[src/rtl/key_pkg.sv]
// rtl/key_pkg.sv - shared types and sizing helpers for the key conditioner
// Purpose: per-channel debounce state encoding and counter-width helpers
//   used by key_conditioner and key_debounce_ch.
// Ports: none (package).
package key_pkg;

  typedef enum logic [1:0] {KS_IDLE, KS_ARM, KS_HELD, KS_DISARM} key_state_t;

  // Bits needed to hold values 0..n inclusive (never less than one bit).
  function automatic int cnt_width(input int n);
    return (n < 1) ? 1 : $clog2(n + 1);
  endfunction

  function automatic int max_int(input int a, input int b);
    return (a > b) ? a : b;
  endfunction

endpackage

[src/rtl/key_debounce_ch.sv]
// rtl/key_debounce_ch.sv - one push-button channel: synchroniser, debounce FSM, strobes
// Purpose: synchronise one active-low key, accept a new level only after it has
//   been stable long enough, and pulse press/release for one cycle on acceptance.
//   With KEY_REPEAT_EN defined, a held key also emits auto-repeat press pulses.
// Ports:
//   clk            in   clock, rising edge
//   rst            in   asynchronous active-high reset
//   key_n          in   raw key, active-low, asynchronous
//   level          out  debounced level, 1 = pressed
//   press_pulse    out  one-cycle strobe on accepted press (and auto-repeat)
//   release_pulse  out  one-cycle strobe on accepted release
module key_debounce_ch
  import key_pkg::*;
#(
  parameter int DEBOUNCE_CYCLES = 500000
`ifdef KEY_REPEAT_EN
  ,
  parameter int REPEAT_DELAY    = 25000000,
  parameter int REPEAT_PERIOD   = 5000000,
  parameter bit REPEAT_ALLOWED  = 1'b1
`endif
) (
  input  logic clk,
  input  logic rst,
  input  logic key_n,
  output logic level,
  output logic press_pulse,
  output logic release_pulse
);

  localparam int CW = cnt_width(DEBOUNCE_CYCLES);
  localparam logic [CW-1:0] CNT_LAST = CW'(DEBOUNCE_CYCLES - 1);
  localparam logic [CW-1:0] CNT_MAX  = CW'(DEBOUNCE_CYCLES);

  logic sync1, sync2, s;
  key_state_t state, state_nx;
  logic [CW-1:0] cnt, cnt_nx;
  logic accept_press, accept_release, repeat_fire;

  // Synchroniser flops idle at 1 so a reset always looks like "released".
  always_ff @(posedge clk or posedge rst) begin
    if (rst) begin
      sync1 <= 1'b1;
      sync2 <= 1'b1;
    end else begin
      sync1 <= key_n;
      sync2 <= sync1;
    end
  end

  assign s = ~sync2;

  always_comb begin
    state_nx       = state;
    accept_press   = 1'b0;
    accept_release = 1'b0;
    cnt_nx         = cnt;
    case (state)
      KS_IDLE:   if (s) state_nx = KS_ARM;
      KS_ARM: begin
        if (!s) begin
          state_nx = KS_IDLE;
        end else if (cnt == CNT_LAST) begin
          state_nx     = KS_HELD;
          accept_press = 1'b1;
        end
      end
      KS_HELD:   if (!s) state_nx = KS_DISARM;
      KS_DISARM: begin
        if (s) begin
          state_nx = KS_HELD;
        end else if (cnt == CNT_LAST) begin
          state_nx       = KS_IDLE;
          accept_release = 1'b1;
        end
      end
      default:   state_nx = KS_IDLE;
    endcase
    // Counter measures time in the current state; it saturates rather than wrapping.
    if (state_nx != state) cnt_nx = '0;
    else if (cnt != CNT_MAX) cnt_nx = cnt + 1'b1;
  end

  always_ff @(posedge clk or posedge rst) begin
    if (rst) begin
      state         <= KS_IDLE;
      cnt           <= '0;
      press_pulse   <= 1'b0;
      release_pulse <= 1'b0;
    end else begin
      state         <= state_nx;
      cnt           <= cnt_nx;
      press_pulse   <= accept_press | repeat_fire;
      release_pulse <= accept_release;
    end
  end

  assign level = (state == KS_HELD) || (state == KS_DISARM);

`ifdef KEY_REPEAT_EN
  localparam int RW = cnt_width(max_int(REPEAT_DELAY, REPEAT_PERIOD));

  logic [RW-1:0] rpt_cnt;

  // Fires only while staying in HELD; a bounce into DISARM suppresses it.
  assign repeat_fire = REPEAT_ALLOWED && (state == KS_HELD) &&
                       (state_nx == KS_HELD) && (rpt_cnt == '0);

  always_ff @(posedge clk or posedge rst) begin
    if (rst) begin
      rpt_cnt <= '0;
    end else if (accept_press) begin
      rpt_cnt <= RW'(REPEAT_DELAY - 1);
    end else if ((state == KS_DISARM) && (state_nx == KS_HELD)) begin
      rpt_cnt <= RW'(REPEAT_PERIOD - 1);
    end else if (repeat_fire) begin
      rpt_cnt <= RW'(REPEAT_PERIOD - 1);
    end else if ((state == KS_HELD) && (rpt_cnt != '0)) begin
      rpt_cnt <= rpt_cnt - 1'b1;
    end
  end
`else
  assign repeat_fire = 1'b0;
`endif

endmodule

[src/rtl/key_conditioner.sv]
// rtl/key_conditioner.sv - N-channel push-button conditioner with stretched system reset
// Purpose: debounce NUM_KEYS active-low keys into clean levels and press/release
//   strobes, and derive sys_reset from the reset input and key RESET_KEY.
//   Optional auto-repeat is enabled by defining KEY_REPEAT_EN.
// Ports:
//   CLOCK_50     in   system clock, rising edge
//   reset        in   asynchronous active-high reset
//   KEY          in   raw keys, active-low, asynchronous
//   key_level    out  debounced levels, 1 = pressed
//   key_press    out  one-cycle press strobes (and auto-repeat)
//   key_release  out  one-cycle release strobes
//   sys_reset    out  active-high reset, deasserts synchronously after stretch
module key_conditioner
  import key_pkg::*;
#(
  parameter int NUM_KEYS        = 4,
  parameter int DEBOUNCE_CYCLES = 500000,
  parameter int RESET_KEY       = 0,
  parameter int RESET_STRETCH   = 16,
  parameter int REPEAT_DELAY    = 25000000,
  parameter int REPEAT_PERIOD   = 5000000
) (
  input  logic                CLOCK_50,
  input  logic                reset,
  input  logic [NUM_KEYS-1:0] KEY,
  output logic [NUM_KEYS-1:0] key_level,
  output logic [NUM_KEYS-1:0] key_press,
  output logic [NUM_KEYS-1:0] key_release,
  output logic                sys_reset
);

  for (genvar i = 0; i < NUM_KEYS; i++) begin : g_ch
    key_debounce_ch #(
      .DEBOUNCE_CYCLES(DEBOUNCE_CYCLES)
`ifdef KEY_REPEAT_EN
      ,
      .REPEAT_DELAY   (REPEAT_DELAY),
      .REPEAT_PERIOD  (REPEAT_PERIOD),
      .REPEAT_ALLOWED (i != RESET_KEY)
`endif
    ) u_ch (
      .clk          (CLOCK_50),
      .rst          (reset),
      .key_n        (KEY[i]),
      .level        (key_level[i]),
      .press_pulse  (key_press[i]),
      .release_pulse(key_release[i])
    );
  end

  localparam int SW = cnt_width(RESET_STRETCH);

  logic [SW-1:0] stretch_cnt;

  // Reloaded while any source is active, so the stretch restarts on each clear.
  always_ff @(posedge CLOCK_50 or posedge reset) begin
    if (reset) begin
      stretch_cnt <= SW'(RESET_STRETCH);
    end else if (key_level[RESET_KEY]) begin
      stretch_cnt <= SW'(RESET_STRETCH);
    end else if (stretch_cnt != '0) begin
      stretch_cnt <= stretch_cnt - 1'b1;
    end
  end

  assign sys_reset = key_level[RESET_KEY] | (stretch_cnt != '0);

endmodule

[config.mk]
export PLATFORM = sky130hd
export DESIGN_NAME = key_conditioner
export DESIGN_NICKNAME = d
export VERILOG_FILES = /design/src/rtl/key_pkg.sv /design/src/rtl/key_debounce_ch.sv /design/src/rtl/key_conditioner.sv
export SDC_FILE = /design/constraint.sdc
export NUM_CORES = 1
export LEC_CHECK = 0
export ABC_AREA = 1
export ABC_CLOCK_PERIOD_IN_PS = 8600
export CORE_MARGIN = 3
export CORE_UTILIZATION = 45
export DETAILED_ROUTE_END_ITERATION = 7
export PLACE_DENSITY = 0.64
export RECOVER_POWER = 25
export SYNTH_ARGS = -nofsm -noshare
export SYNTH_HDL_FRONTEND = slang
export SYNTH_SLANG_ARGS = --single-unit
[constraint.sdc]
create_clock -name CLOCK_50 -period 8.6 [get_ports CLOCK_50]
set_clock_uncertainty 0.2 [all_clocks]
set_input_delay 1.72 -clock CLOCK_50 [delete_from_list [all_inputs] [get_ports CLOCK_50]]
set_output_delay 1.72 -clock CLOCK_50 [all_outputs]
set_load 0.005 [all_outputs]
==> results.py, run 1 <==
metrics = {
    "outcome": {
        "status": "complete, no violations",
    },
    "die": {
        "initial_core_util_pct": 47.35,
        "die_h_um": 119.8,
        "io_pins": 19,
        "rows": 40,
        "die_x_um": 119.8,
        "dieArea_mm2": 0.01436,
        "core_mm2": 0.01231,
    },
    "drt": {
        "vias": 4467,
        "drc": 0,
        "drtIter0Drc": 304,
        "postRouteAntennaNets": 0,
        "viasPerCell": 4.772,
        "dr.pass1.iters": 4,
        "wire_per_inst_um": 11.51,
        "wl_um": 10780,
    },
    "synthesis": {
        "synth.top_cell.area_share_pct": 41.21,
        "synth-seq-cells": 105,
        "synth_area_per_cell_um2": 7.711,
        "async_flop_share_pct": 100.0,
        "yosys-top-cells-area": "dfrtp_1 (41%), nand2_1 (12%), nor2_1 (11%), xor2_1 (6.0%), inv_1 (4.9%)",
        "synth_area_mm2": 0.005829,
        "synth.most_common_cell": "nand2_1",
        "synth_top_flop_cell": "dfrtp_1",
        "synth_edf_count": 0,
        "syn-instance-count": 756,
        "synth_cell_type_count": 28,
        "netlist_top_cells_count": "nand2_1 (188), nor2_1 (177), dfrtp_1 (96)",
        "yosysTopAreaCell": "dfrtp_1",
        "yosys_warnings": 0,
        "seq_area_frac_synth_pct": 45.27,
        "syn-num-nets": 772,
    },
    "finish": {
        "drive_gt1_share_pct": 6.380,
        "diodes": 0,
        "nets": 780,
        "fin_util_pct": 50.91,
        "area_growth_syn_to_layout_pct": 7.534,
        "final_area_mm2": 0.006269,
        "nFillCells": 1232,
    },
    "job": {
        "cap_violations": 0,
    },
    "global_routing": {
        "antenna_found_initial": 0,
        "grt_use_total_pct": 16.00,
        "grt_max_degree": 61,
        "grt.overflow.total": 0,
        "grt_pass1_wl_um": 19040,
        "grt_pass1_vias": 4362,
    },
    "cts": {
        "clkLatencyLatePin_ns": 0.34,
        "cts_sinks": 105,
        "ctsResizeCount": 0,
        "path_clk_slew_ns": 0.06,
        "cts_tree": "done",
        "cts_hold_buf": 0,
        "cts_root_buf": "clkbuf_16",
        "htree_levels": 3,
        "numCtsBuffers": 9,
        "cts_max_path_buffers": 2,
        "post_cts.repair.setup_buffers": 0,
    },
    "critical_path": {
        "arrival_ns": 1.92,
        "r2r_slack_ns": 6.26,
        "crit_required_ns": 6.68,
        "end_kind": "output pin",
        "crit_type": "flip-flop to output pin",
        "crit_family": "buffers and inverters",
        "critPathLaunchType": "flip-flop",
        "cp_max_fo": 5,
        "critPathMaxStageDelay_ns": 0.45,
        "critical_path.cell_chain": "inv_1 -> ha_1 -> nand3b_1 -> nor2_1 -> inv_1 -> clkdlybuf4s50_1",
        "timing.critical_path.mode_cell": "inv_1",
        "cpMaxStageDelayCell": "clkdlybuf4s50_1",
        "cp.buffers_inverters": 3,
    },
    "pwr": {
        "power_density_mw_per_mm2": 151.2,
        "ir_drop_mv": 0.1299,
        "power.leakage_nw": 2.859,
    },
    "timing": {
        "tightest_slew_ns": 0.8210,
        "fmax_ghz": 0.2604,
        "layout_min_cycle_time_ns": 3.840,
        "report.final.slew_viol_count": 0,
        "fin_crit_sh_pct": 44.65,
        "setup-violations-final": 0,
        "slew_headroom_pct": 45.14,
        "tns_ns": 0,
        "rsz0062_at_grt": "no",
        "hold_violations": 0,
    },
    "placed_design": {
        "place.gp.congestion": 0.8441,
        "place_hpwl_um": 7843,
        "place_area_mm2": 0.006061,
        "portBuffers": 18,
    },
    "hold_path": {
        "min_path_type": "flip-flop to flip-flop",
    },
}
## layout make-up
cell class | count | area (um^2) | area share (%)
flip-flops and latches | 105 | 2639 | 42.10
clock inverters | 3 | 18.77 | 0.2994
clock buffers | 12 | 236.5 | 3.772
multi-input cells | 553 | 2689 | 42.89
repair buffers | 19 | 187.7 | 2.994
well taps | 168 | 210.2 | 3.353
inverters | 76 | 287.8 | 4.591
## metrics by stage
stage	cells	setup WS [ns]	hold WS (ns)	total power, mW
finish	936	4.760	0.1558	0.9478
global route	936	4.603	0.1596	0.9970
CTS	936	4.739	0.1573	0.9671
detailed placement	921	4.960	0.1476	0.5966
global placement	921	4.995	0.1466	0.5935
floorplan	756	3.934	0.1452	0.5814
## kinds of logic after synthesis
group / count (synthesis) / synth area share [%]
AOI/OAI and AO/OA: 12 / 1.159
xor gates and xnor gates: 56 / 8.414
adders and majority gates: 10 / 2.146
buffers and inverters: 98 / 7.791
DFF: 105 / 45.27
and+or+nand+nor: 475 / 35.22
## flip-flops by register name, summed over array words and instances (netlist names)
name,flops
g_ch.u_ch.sync1,4
g_ch.u_ch.release_pulse,4
g_ch.u_ch.state,8
stretch_cnt,5
g_ch.u_ch.sync2,4
g_ch.u_ch.press_pulse,4
g_ch.u_ch.cnt,76
## per-layer routing
| metal | GRT usage [%] | vias to the layer above | wire, um |
|---|---|---|---|
| li1 | - | 2326 | - |
| met1 | 20.43 | 2073 | 5172 |
| met2 | 26.80 | 59 | 5162 |
| met3 | 4.430 | 9 | 344 |
| met4 | 4.438 | 0 | 97 |
| met5 | 0 | - | 0 |
## final timing paths
kind,from,to,depth (start not counted)
max,stretch_cnt[0],sys_reset,6
min reg2reg,g_ch[3].u_ch.sync1,g_ch[3].u_ch.sync2,0
min in group asynchronous,reset,g_ch[2].u_ch.cnt[15],2
max in group asynchronous,reset,g_ch[3].u_ch.cnt[3],3
max reg2reg,g_ch[0].u_ch.cnt[0],g_ch[0].u_ch.cnt[14],8
min,g_ch[3].u_ch.sync1,g_ch[3].u_ch.sync2,0
## worst reg2reg max path, cell delays in order, from the launching register on
cell	delay, ns
dfrtp_1	0.39
ha_1	0.20
nand3_1	0.16
nor2_1	0.13
nand3_1	0.19
nand2_1	0.15
nand2_2	0.05
nand2_1	0.60
nor2_1	0.12
## cells in the final DEF (no fill, tap or decap), types with 2 or more instances in the layout
master           Yosys  layout
nand2_1            188     191
nor2_1             177     177
dfrtp_1             96      96
inv_1               76      75
nand3_1             45      51
xor2_1              40      40
clkdlybuf4s50_1      0      18
xnor2_1             16      16
nand4_1             15      15
nor2_2              14      14
ha_1                10      10
clkbuf_16            0       9
dfstp_2              9       9
o21ai_0              8       8
nor3_1               7       7
nand3b_1             6       6
nand2_2              5       4
or2_2                4       4
clkbuf_1             4       3
nor2_4               2       2
and3_1               2       2
o31ai_1              2       2
nand2_4              4       2
clkinv_2             0       2
## report_power, final
part	leakage, nW	total, mW	switching, mW	internal, mW
registers	1.42	0.520	0.0139	0.507
clock network	0.126	0.363	0.168	0.195
logic	1.32	0.0645	0.0434	0.0212
total	2.86	0.948	0.225	0.722
(Power assumes the default switching activity.)
==> run 2: changes to the inputs <==
Settings changed: ABC_CLOCK_PERIOD_IN_PS 8600 to 3400, PLACE_DENSITY 0.64 to 0.66.
Clock period 8.6 ns to 3.4 ns, I/O delays scaled along.
==> results.py, run 2 (synthesized netlist as in run 1, its figures left out) <==
metrics = {
    "global_routing": {
        "grt_pass1_wl_um": 19020,
        "antenna_found_initial": 0,
        "grt_max_degree": 29,
        "grt_pass1_vias": 4341,
        "grt.overflow.total": 0,
        "grt_use_total_pct": 15.95,
    },
    "drt": {
        "postRouteAntennaNets": 0,
        "viasPerCell": 4.746,
        "drtIter0Drc": 330,
        "drc": 0,
        "wl_um": 10520,
        "vias": 4461,
        "wire_per_inst_um": 11.19,
        "dr.pass1.iters": 4,
    },
    "cts": {
        "cts_hold_buf": 0,
        "cts_sinks": 105,
        "cts_tree": "done",
        "numCtsBuffers": 9,
        "ctsResizeCount": 0,
        "post_cts.repair.setup_buffers": 0,
        "clkLatencyLatePin_ns": 0.35,
        "htree_levels": 3,
        "cts_max_path_buffers": 2,
        "path_clk_slew_ns": 0.07,
        "cts_root_buf": "clkbuf_16",
    },
    "timing": {
        "fmax_ghz": 0.3571,
        "report.final.slew_viol_count": 0,
        "setup-violations-final": 0,
        "hold_violations": 0,
        "slew_headroom_pct": 30.59,
        "tightest_slew_ns": 1.036,
        "layout_min_cycle_time_ns": 2.800,
        "rsz0062_at_grt": "no",
        "tns_ns": 0,
        "fin_crit_sh_pct": 82.36,
    },
    "finish": {
        "diodes": 0,
        "area_growth_syn_to_layout_pct": 9.830,
        "final_cell_mix": "nand2_1 (188), nor2_1 (177), dfrtp_1 (96), inv_1 (75), nand3_1 (45)",
        "drive_gt1_share_pct": 8.290,
        "multiInputGateArea_mm2": 0.002736,
        "nFillCells": 1191,
        "seq_area_mm2": 0.002639,
        "final_common_cell": "nand2_1",
        "regMostFlops": "g_ch.u_ch.cnt",
        "largest_reg_flops": 76,
        "nets": 783,
        "fin_util_pct": 52.00,
        "largestRegisters": "g_ch.u_ch.cnt (76), g_ch.u_ch.state (8), stretch_cnt (5)",
    },
    "die": {
        "core_mm2": 0.01231,
        "initial_core_util_pct": 47.35,
        "die_h_um": 119.8,
        "rows": 40,
        "io_pins": 19,
        "die_x_um": 119.8,
        "dieArea_mm2": 0.01436,
    },
    "critical_path": {
        "critPathMaxStageDelay_ns": 0.45,
        "crit_required_ns": 2.52,
        "cpMaxStageDelayCell": "clkdlybuf4s50_1",
        "end_kind": "output pin",
        "arrival_ns": 1.92,
        "cp_max_fo": 5,
        "timing.critical_path.mode_cell": "inv_1",
        "critical_path.cell_chain": "inv_1 -> ha_1 -> nand3b_1 -> nor2_1 -> inv_1 -> clkdlybuf4s50_1",
        "crit_type": "flip-flop to output pin",
        "critPathLaunchType": "flip-flop",
    },
    "placed_design": {
        "place_hpwl_um": 7738,
        "portBuffers": 18,
        "place.gp.congestion": 0.8572,
    },
    "hold_path": {
        "min_path_type": "flip-flop to flip-flop",
    },
    "pwr": {
        "ir_drop_mv": 0.2104,
        "power.leakage_nw": 2.904,
        "power_density_mw_per_mm2": 394.4,
    },
    "outcome": {
        "status": "complete, no violations",
    },
    "job": {
        "cap_violations": 0,
    },
}
-- run 2: cell types whose count changed in the layout (fill, tap and decap cells not counted), moves of 2 or more --
cell,delta
buf_12,+2
clkbuf_1,-2
clkdlybuf4s50_1,-5
dlygate4sd3_1,+5
inv_6,+2
nand2_1,-3
nand2_4,+2
nand3_1,-6
nand3_2,+6
-- run 2: report_power, final --
part / switching (mW) / total [mW] / internal, mW
clock network: 0.462 / 1.04 / 0.575
registers: 0.0355 / 1.32 / 1.28
logic: 0.112 / 0.172 / 0.0595
total: 0.610 / 2.53 / 1.92
-- run 2: worst max-delay path, delay by kind of cell (launching register included) --
family	cells	cell delay [ns]
adder cells (fa/ha/maj)	1	0.19
flip-flops	1	0.37
AND/OR/NAND/NOR	2	0.35
buffers and inverters	3	0.67
-- run 2: through the flow --
stage          hold WS (ns)  setup slack (ns)  area, um^2  power, mW  instances
2_1_floorplan        0.1452             1.268        5833      1.471        756
3_3_place_gp         0.1458             1.052        6110      1.507        924
3_5_place_dp         0.1470            0.9851        6110      1.517        924
4_1_cts              0.1568            0.5837        6405      2.573        940
5_1_grt              0.1587            0.4412        6402      2.639        940
6_report             0.1568            0.5999        6402      2.525        940
-- run 2: cell type report --
| type | instances | share of cell area, % |
|---|---|---|
| Multi-Input combinational cell | 553 | 42.74 |
| Sequential cell | 105 | 41.22 |
| Inverter | 76 | 4.475 |
| Timing Repair Buffer | 22 | 3.674 |
| Clock buffer | 10 | 3.576 |
| Tap cell | 168 | 3.283 |
| Clock inverter | 6 | 1.036 |
-- run 2: metal layers --
layer  share of wire (%)  track usage (%)  vias up
li1                    -                -     2330
met1                  48            20.57     2076
met2                  47            26.55       41
met3                 2.7            3.393       14
met4                 1.6            5.798        0
met5                   0                0        -
-- run 2: path summary, 6_finish.rpt --
check	startpoint	end	slack [ns]	cells past startpoint
hold reg to reg	g_ch[1].u_ch.sync1	g_ch[1].u_ch.sync2	0.16	0
hold / removal	g_ch[1].u_ch.sync1	g_ch[1].u_ch.sync2	0.16	0
setup / recovery	stretch_cnt[0]	sys_reset	0.60	6
setup reg to reg	g_ch[1].u_ch.cnt[0]	g_ch[1].u_ch.cnt[0]	1.39	8
min in group asynchronous	reset	g_ch[2].u_ch.cnt[2]	0.78	2
max in group asynchronous	reset	g_ch[2].u_ch.sync2	1.46	3
==> run 3: changes to the inputs <==
Settings changed: ABC_CLOCK_PERIOD_IN_PS 3400 to 2500.
Clock period 3.4 ns to 2.5 ns, I/O delays scaled along.
==> results.py, run 3 (synthesized netlist as in run 1, its figures left out) <==
metrics = {
    "finish": {
        "largestRegisters": "g_ch.u_ch.cnt (76), g_ch.u_ch.state (8), stretch_cnt (5)",
        "largest_reg_flops": 76,
        "diodes": 0,
        "nFillCells": 1211,
        "regMostFlops": "g_ch.u_ch.cnt",
        "multiInputGateArea_mm2": 0.002741,
        "drive_gt1_share_pct": 9.512,
        "final_common_cell": "nand2_1",
        "area_growth_syn_to_layout_pct": 11.27,
        "seq_area_mm2": 0.002639,
        "fin_util_pct": 52.68,
        "final-instance-count-excl-fill": 946,
        "final_cell_mix": "nand2_1 (188), nor2_1 (176), dfrtp_1 (96), inv_1 (73), nand3_1 (45)",
        "final_area_mm2": 0.006486,
        "nets": 789,
    },
    "cts": {
        "cts_max_path_buffers": 2,
        "cts_sinks": 105,
        "cts_tree": "done",
        "path_clk_slew_ns": 0.06,
        "numCtsBuffers": 9,
        "clkLatencyLatePin_ns": 0.35,
        "htree_levels": 3,
        "cts_root_buf": "clkbuf_16",
    },
    "critical_path": {
        "end_kind": "output pin",
        "critPathMaxStageDelay_ns": 0.37,
        "cpMaxStageDelayCell": "dfrtp_1",
        "cp_max_fo": 5,
        "crit_family": "flip-flops",
        "crit_type": "flip-flop to output pin",
        "crit_required_ns": 1.80,
        "critical_path.cell_chain": "inv_2 -> ha_2 -> nand3b_1 -> nor2_2 -> inv_1 -> dlymetal6s2s_1",
        "arrival_ns": 1.49,
        "critPathLaunchType": "flip-flop",
        "cp.buffers_inverters": 3,
    },
    "drt": {
        "drc": 0,
        "wire_per_inst_um": 11.31,
        "viasPerCell": 4.745,
        "wl_um": 10700,
        "postRouteAntennaNets": 0,
        "drtIter0Drc": 290,
        "vias": 4489,
        "dr.pass1.iters": 4,
    },
    "global_routing": {
        "grt_use_total_pct": 16.35,
        "grt_pass1_wl_um": 19310,
        "antenna_found_initial": 0,
        "grt_max_degree": 37,
        "grt_pass1_vias": 4438,
        "grt.overflow.total": 0,
    },
    "timing": {
        "fin_ws_ns": 0.3103,
        "layout_min_cycle_time_ns": 2.190,
        "report.final.slew_viol_count": 0,
        "hold_ws_ns": 0.1577,
        "fin_crit_sh_pct": 87.59,
        "hold_violations": 0,
        "rsz0062_at_grt": "no",
        "tns_ns": 0,
        "tightest_slew_ns": 1.096,
        "setup-violations-final": 0,
        "fmax_ghz": 0.4567,
        "slew_headroom_pct": 26.56,
    },
    "pwr": {
        "p_total_mw": 3.563,
        "power_density_mw_per_mm2": 549.3,
        "power.leakage_nw": 2.962,
        "ir_drop_mv": 0.4903,
    },
    "die": {
        "core_mm2": 0.01231,
        "initial_core_util_pct": 47.35,
        "rows": 40,
        "die_x_um": 119.8,
        "dieArea_mm2": 0.01436,
        "io_pins": 19,
        "die_h_um": 119.8,
    },
    "hold_path": {
        "min_path_type": "flip-flop to flip-flop",
    },
    "placed_design": {
        "place_hpwl_um": 7723,
        "place.gp.congestion": 0.8792,
        "portBuffers": 18,
        "place_area_mm2": 0.006110,
        "preCtsSetupSlack_ns": 0.2323,
        "placed_cells": 924,
    },
    "job": {
        "cap_violations": 0,
    },
    "outcome": {
        "status": "complete, no violations",
    },
}
[run 3: changes by cell type in the layout (fill, tap and decap cells not counted), sizes merged]
cell           delta
buf               +5
clkbuf            +2
inv               -2
bufinv            +1
clkdlybuf4s50     -1
clkinv            -1
clkinvlp          +1
dlymetal6s2s      +1
[run 3: worst paths after layout]
check,startpoint,end,slack [ns],depth (start not counted)
max in group asynchronous,reset,g_ch[2].u_ch.sync2,0.71,3
min reg2reg,g_ch[3].u_ch.sync1,g_ch[3].u_ch.sync2,0.16,0
max reg2reg,g_ch[2].u_ch.cnt[0],g_ch[2].u_ch.cnt[18],0.50,8
min,g_ch[3].u_ch.sync1,g_ch[3].u_ch.sync2,0.16,0
max,stretch_cnt[0],sys_reset,0.31,6
min in group asynchronous,reset,g_ch[3].u_ch.cnt[8],0.62,2
[run 3: routing by layer]
layer	global-route usage (%)	up-vias	share of wire, %
met5	0	-	0
met4	5.082	0	1.4
met3	3.817	11	2.5
met2	27.75	44	48
met1	20.79	2095	48
li1	-	2339	-
[run 3: what timing repair did]
action,in CTS,in global routing
hold buffers,0,0
pin swaps,1,1
gates resized for setup,2,3
endpoints found under the setup margin,1,1
buffers inserted,3,3
[run 3: final cells by class]
class	instances	share of cell area, %
clock inverters	5	1.196
clock buffers	11	3.897
well taps	168	3.241
inverters	76	4.417
repair buffers	28	4.302
flip-flops and latches	105	40.68
multi-input cells	553	42.26
[run 3: report_power, final]
| part | total (mW) | switching (mW) | internal [mW] |
|---|---|---|---|
| Clock | 1.54 | 0.614 | 0.928 |
| Sequential | 1.79 | 0.0471 | 1.74 |
| Combinational | 0.231 | 0.152 | 0.0795 |
